==> src/rtl/posit_result_arbiter.sv <==
// Round-robin merge of posit slice result channels onto one registered output port.
// A one-entry output register decouples slice back-pressure from writeback timing.
package posit_pkg;
    typedef struct packed {
        logic nv;
        logic dz;
        logic of;
        logic uf;
        logic nx;
    } status_t;
endpackage

module posit_result_arbiter #(
    parameter int unsigned NumInputs = 2,
    parameter int unsigned Width     = 32,
    parameter int unsigned TagWidth  = 1,
    localparam int unsigned SrcWidth = (NumInputs > 1) ? $clog2(NumInputs) : 1
) (
    input  logic                                 clk_i,
    input  logic                                 rst_i,
    input  logic [NumInputs-1:0]                 in_valid_i,
    output logic [NumInputs-1:0]                 in_ready_o,
    input  logic [NumInputs-1:0][Width-1:0]      in_result_i,
    input  posit_pkg::status_t [NumInputs-1:0]   in_status_i,
    input  logic [NumInputs-1:0]                 in_ext_bit_i,
    input  logic [NumInputs-1:0][TagWidth-1:0]   in_tag_i,
    input  logic [NumInputs-1:0]                 in_busy_i,
    input  logic                                 flush_i,
    output logic                                 out_valid_o,
    input  logic                                 out_ready_i,
    output logic [Width-1:0]                     result_o,
    output posit_pkg::status_t                   status_o,
    output logic                                 extension_bit_o,
    output logic [TagWidth-1:0]                  tag_o,
    output logic [SrcWidth-1:0]                  src_o,
    output logic                                 busy_o
);

    localparam logic [SrcWidth:0]   NumInW  = (SrcWidth+1)'(NumInputs);
    localparam logic [SrcWidth-1:0] LastIdx = SrcWidth'(NumInputs - 1);

    logic                   full_q, full_d;
    logic [SrcWidth-1:0]    rr_ptr_q, rr_ptr_d;
    logic [Width-1:0]       result_q, result_d;
    posit_pkg::status_t     status_q, status_d;
    logic                   ext_q, ext_d;
    logic [TagWidth-1:0]    tag_q, tag_d;
    logic [SrcWidth-1:0]    src_q, src_d;

    logic                   load_en;
    logic                   found;
    logic                   transfer;
    logic [SrcWidth-1:0]    gnt_idx;
    logic [SrcWidth:0]      scan;
    logic [NumInputs-1:0]   grant;

    always_comb begin
        load_en = ~rst_i & ~flush_i & (~full_q | out_ready_i);
        grant   = '0;
        found   = 1'b0;
        gnt_idx = '0;
        scan    = '0;
        // Scan from rr_ptr upward, wrapping, and take the first valid slice.
        for (int i = 0; i < int'(NumInputs); i++) begin
            scan = {1'b0, rr_ptr_q} + (SrcWidth+1)'(i);
            if (scan >= NumInW) begin
                scan = scan - NumInW;
            end
            if (!found && in_valid_i[scan[SrcWidth-1:0]]) begin
                found   = 1'b1;
                gnt_idx = scan[SrcWidth-1:0];
                grant[scan[SrcWidth-1:0]] = 1'b1;
            end
        end
        in_ready_o = grant & {NumInputs{load_en}};
        transfer   = load_en & found;

        full_d   = full_q;
        rr_ptr_d = rr_ptr_q;
        result_d = result_q;
        status_d = status_q;
        ext_d    = ext_q;
        tag_d    = tag_q;
        src_d    = src_q;

        if (flush_i) begin
            full_d = 1'b0;
        end else if (transfer) begin
            full_d   = 1'b1;
            rr_ptr_d = (gnt_idx == LastIdx) ? '0 : gnt_idx + SrcWidth'(1);
            result_d = in_result_i[gnt_idx];
            status_d = in_status_i[gnt_idx];
            ext_d    = in_ext_bit_i[gnt_idx];
            tag_d    = in_tag_i[gnt_idx];
            src_d    = gnt_idx;
        end else if (out_ready_i) begin
            full_d = 1'b0;
        end
    end

    always_ff @(posedge clk_i) begin
        if (rst_i) begin
            full_q   <= 1'b0;
            rr_ptr_q <= '0;
            result_q <= '0;
            status_q <= '0;
            ext_q    <= 1'b0;
            tag_q    <= '0;
            src_q    <= '0;
        end else begin
            full_q   <= full_d;
            rr_ptr_q <= rr_ptr_d;
            result_q <= result_d;
            status_q <= status_d;
            ext_q    <= ext_d;
            tag_q    <= tag_d;
            src_q    <= src_d;
        end
    end

    assign out_valid_o     = full_q;
    assign result_o        = result_q;
    assign status_o        = status_q;
    assign extension_bit_o = ext_q;
    assign tag_o           = tag_q;
    assign src_o           = src_q;
    assign busy_o          = full_q | (|in_busy_i);

endmodule

==> config.mk <==
export PLATFORM = sky130hd
export DESIGN_NAME = posit_result_arbiter
export DESIGN_NICKNAME = d
export VERILOG_FILES = /design/src/rtl/posit_result_arbiter.sv
export SDC_FILE = /design/constraint.sdc
export NUM_CORES = 1
export LEC_CHECK = 0
export CELL_PAD_IN_SITES_DETAIL_PLACEMENT = 1
export CELL_PAD_IN_SITES_GLOBAL_PLACEMENT = 2
export CORE_MARGIN = 4
export CORE_UTILIZATION = 20
export DETAILED_ROUTE_END_ITERATION = 12
export PLACE_DENSITY = 0.83
export REMOVE_ABC_BUFFERS = 1
export SETUP_SLACK_MARGIN = 0.1
export SKIP_CTS_REPAIR_TIMING = 1
export SLEW_MARGIN = 20
export SYNTH_ARGS = -nofsm -noshare
export SYNTH_HDL_FRONTEND = slang
export SYNTH_SLANG_ARGS = --single-unit
==> constraint.sdc <==
create_clock -name clk_i -period 2.5 [get_ports clk_i]
set_input_delay 0.625 -clock clk_i [delete_from_list [all_inputs] [get_ports clk_i]]
set_output_delay 0.625 -clock clk_i [all_outputs]
set_load 0.005 [all_outputs]
======== After elaboration in Yosys (flattened, before gate mapping) ========
Index checks and enable logic that the tools add are counted.
operators by class
  add/subtract/negate cells ............... 4
  bitwise gates (word level) .............. 10
  magnitude comparators ................... 7
  mux-type cells .......................... 27
  reduce and logical (&&, ||, !) cells .... 8
operator list
  cell                                                               count
  2-to-1 mux 32 bit                                                  2
  2-to-1 mux 1 bit                                                   19
  2-to-1 mux 5 bit                                                   2
  less-than comparator 1 x 2 -> 1 bit, second input constant         3
  2-to-1 mux 2 bit                                                   2
  OR reduction 2 bit                                                 2
  AND 1 bit                                                          3
  logical AND 1 bit                                                  3
  NOT 1 bit                                                          3
  adder 1 x 1 -> 2 bit, second input constant                        1
  AND 2 bit                                                          1
  demux 1 bit (select 1 bit)                                         2
  greater-or-equal comparator 1 bit, second input constant           2
  greater-or-equal comparator 1 x 2 -> 1 bit, second input constant  1
  greater-or-equal comparator 2 bit, second input constant           1
  OR 1 bit                                                           2
  OR 2 bit                                                           1
  AND reduction 2 bit                                                1
  nonzero test 2 bit                                                 1
  subtractor 1 bit, second input constant                            2
  adder 1 bit, second input constant                                 1
  logical NOT 1 bit                                                  1
word-level totals
  bits of input ports ..................... 86
  flip-flop bits (word level) ............. 42

======== Logic depth before layout (Yosys ltp) ========
  word-level depth ........................ 10
  mapped depth ............................ 6

======== Least setup slack after synthesis ========
Ideal clock, no wire load.
  kind .................................... input port to output port
  start ................................... input flush_i
  end ..................................... output in_ready_o[0]
  arrival time ............................ 1.434 ns
  stages on the path ...................... 4
  slack ................................... 0.441 ns
  buffers on the path ..................... 2
  path through ............................ or2_1 buf_2 a2111oi_4 buf_2
on the way
  word-level cells in the longest chain between the ends .. 4
RTL lines
  element                     line  RTL
  start: declaration          28    input logic flush_i,
  NOT 1 bit (no source line)  --
  AND 1 bit (2 in a row)      58    load_en = ~rst_i & ~flush_i & (~full_q | out_ready_i);
  AND 2 bit                   75    in_ready_o = grant & {NumInputs{load_en}};
  end: declaration            22    output logic [NumInputs-1:0] in_ready_o,
No other way between the ends.

======== Final worst setup path ========
  start ................................... input in_valid_i[0]
  end ..................................... output in_ready_o[0]
on the way
  word-level cells in the longest chain between the ends .. 7
  elaborated cells between the ends (all ways) .. 11
  those cells by class .................... mux: 7; bitwise: 2; reduce/logical: 2
RTL lines
  element                                              line  RTL
  start: declaration                                   21    input logic [NumInputs-1:0] in_valid_i,
  2-to-1 mux 1 bit (not written as such) (2 in a row)  69    if (!found && in_valid_i[scan[SrcWidth-1:0]]) begin
  2-to-1 mux 1 bit                                     69
  logical NOT 1 bit                                    69
  logical AND 1 bit                                    69
  2-to-1 mux 2 bit *                                   69
  AND 2 bit *                                          75
Every way passes the cells marked *; elsewhere a longest branch is shown, timed or not. The select of a mux whose other input is x is not followed.

==> results.yml <==
clock_network:
  cts_root_buf: "clkbuf_8"
  clkSinkCount: 42
  cts_made_buffers: 5
  clock_path_buffers: 2
  clock_latency_ns: 0.29
  clkTransAtPathRegs_ns: 0.09
  htreeDepth: 2
  cts_tree: "done"
global_route:
  grt_max_degree: 42
  grt_overflow: 0
  grt_first_pass_wirelength_um: 13200
  grt_usage: 0.147
  grt_pass1_vias: 2274
  antenna_found_initial: 0
pwr:
  p_comb_frac: 0.261
  power_density_mw_per_mm2: 472
  power_mw: 1.61
  power_frac_seq: 0.464
  intPower_mw: 1.17
  swShare: 0.273
  p_sw_uw: 439
  leakage_nw: 1.29
  ir_drop_mv: 0.170
  p_clk_frac: 0.275
detailed_routing:
  vias: 2178
  wire_per_inst_um: 19.1
  wirelength_um: 8330
  ant_nets: 0
  viasPerCell: 4.98
  dr_wl_met2_um: 4210
  first_pass_iters: 4
  route.met3.wl_um: 307
  drt_iter0_markers: 79
  wl_met1_um: 3740
  maxUsedRoutingLayer: "met4"
  drc_errors: 0
logic_synthesis:
  synth_warnings: 0
  synth_edf_count: 0
  ys_seq_area_frac: 0.447
  synthArstFlopShare: 0
  synth-seq-cells: 42
  netlist-cell-type-count: 19
  syn_inst: 204
  syn_area_per_cell_um2: 9.22
  synth_area_mm2: 0.00188
  synth_flop_cell: "dfxtp_1"
critical_path:
  cp-end-kind: "output port"
  crit_arrival_ns: 1.73
  reg2reg_to: "result_o[30]"
  worstPathRequired_ns: 1.88
  startpoint: "in_valid_i[0]"
  crit_type: "in -> out"
  endpoint: "in_ready_o[0]"
  reg2reg_from: "out_valid_o"
  r2r_slack_ns: 0.74
  rr_worst_depth: 5
  start_kind: "primary input"
  path_max_fanout: 3
status:
  outcome: "finished, final reports clean"
final_layout:
  layout_commonest_cell: "clkdlybuf4s50_1"
  fill_cells: 1064
  layout_common_cells: "clkdlybuf4s50_1 (122), dfxtp_1 (42), nand2_1 (40), nor4_1 (39), a221o_1 (39)"
  nNetsFinal: 412
  diodes: 0
  final_core_util: 0.370
  drive_gt1_frac: 0.0859
  syn_to_final_growth_pct: 81.0
sta:
  slew_headroom: 0.664
  fin_worst_skew_ns: 0.00549
  worstMarginPinSlew_ns: 0.504
  finalCritPeriodShare: 0.942
  hold_violations: 0
  maxSlewViolCount: 0
  rsz0062_at_grt: "no"
  whs_ns: 0.491
  layout_min_cycle_time_ns: 2.36
  max_freq_mhz: 424
  setup_viol: 0
placed_design:
  place_congestion: 0.774
  port_buffers: 129
  post-dp-hpwl_um: 5640
die:
  core_area_mm2: 0.00920
  dieHeight_um: 105
  ios: 130
  start_util: 0.205
  dieArea_mm2: 0.0110
  fp.dieW_um: 105
  rows: 35
hold_path:
  hold_class: "reg -> reg"
run:
  drv_cap: 0
==> how the worst min path moves through the flow <==
stage,slack [ns],to,cells after the start,start
finish,0.49,result_o[1],1,result_o[1]
global route,0.51,result_o[18],1,result_o[18]
CTS,0.50,result_o[1],1,result_o[1]
detailed placement,0.47,result_o[1],1,result_o[1]
floorplan,0.47,src_o,1,src_o
global placement,0.47,result_o[21],1,result_o[21]
==> worst max-delay path, cell delays in order <==
cell	delay, ns
clkdlybuf4s50_1	0.53
inv_1	0.09
a2111oi_4	0.28
buf_2	0.20
==> power by group through the flow <==
| stage | clock network [mW] | registers [mW] | logic, mW |
|---|---|---|---|
| detailed placement | 0 | 0.762 | 0.421 |
| global placement | 0 | 0.760 | 0.414 |
| CTS | 0.467 | 0.748 | 0.423 |
| floorplan | 0 | 0.762 | 0.109 |
| finish | 0.442 | 0.747 | 0.420 |
| global route | 0.486 | 0.755 | 0.450 |
==> logic make-up after synthesis <==
family	share of synthesized area
and+or+nand+nor	0.238
AOI/OAI and AO/OA	0.241
DFF	0.447
buffers and inverters	0.0738
==> through the flow <==
step,setup WS (ns),setup TNS (ns),cells,instance area (µm²)
detailed placement,-0.546,-1.44,429,3290
global route,0.121,0,437,3410
finish,0.144,0,437,3410
CTS,-0.570,-1.05,436,3370
floorplan,-0.855,-34.76,177,1750
global placement,-0.479,-0.902,429,3290
==> per-layer routing <==
metal | GRT usage | up-vias
met4 | 0.0337 | 0
met1 | 0.190 | 1063
met2 | 0.257 | 62
met3 | 0.0241 | 7
met5 | 0 | -
li1 | - | 1046
==> synth_stat cells, types with 2 or more instances <==
cell       n  share of area
dfxtp_1   42           0.45
nor4_1    39           0.13
buf_6      3          0.018
a221o_1   39           0.21
clkbuf_1  18          0.036
buf_2      6          0.016
nor2b_1    3          0.010
nor2_1     2         0.0040
a21oi_1    2         0.0053
nand2_1   40          0.080
inv_1      2         0.0040
==> registers in the layout, indices dropped and copies added, names as in the netlist <==
name	count
result_o	32
src_o	1
rr_ptr_q	1
out_valid_o	1
status_o	5
extension_bit_o	1
tag_o	1
==> layout make-up <==
| cell class | instances | area, µm² | share of cell area |
|---|---|---|---|
| clock buffer | 5 | 68.8 | 0.0202 |
| clock inverter | 2 | 10.0 | 0.00294 |
| inverter | 2 | 7.51 | 0.00220 |
| multi-input combinational | 133 | 936 | 0.275 |
| sequential | 42 | 841 | 0.247 |
| tap | 111 | 139 | 0.0408 |
| timing repair buffer | 142 | 1400 | 0.412 |
No activity file was read; power rests on OpenSTA's default activity.
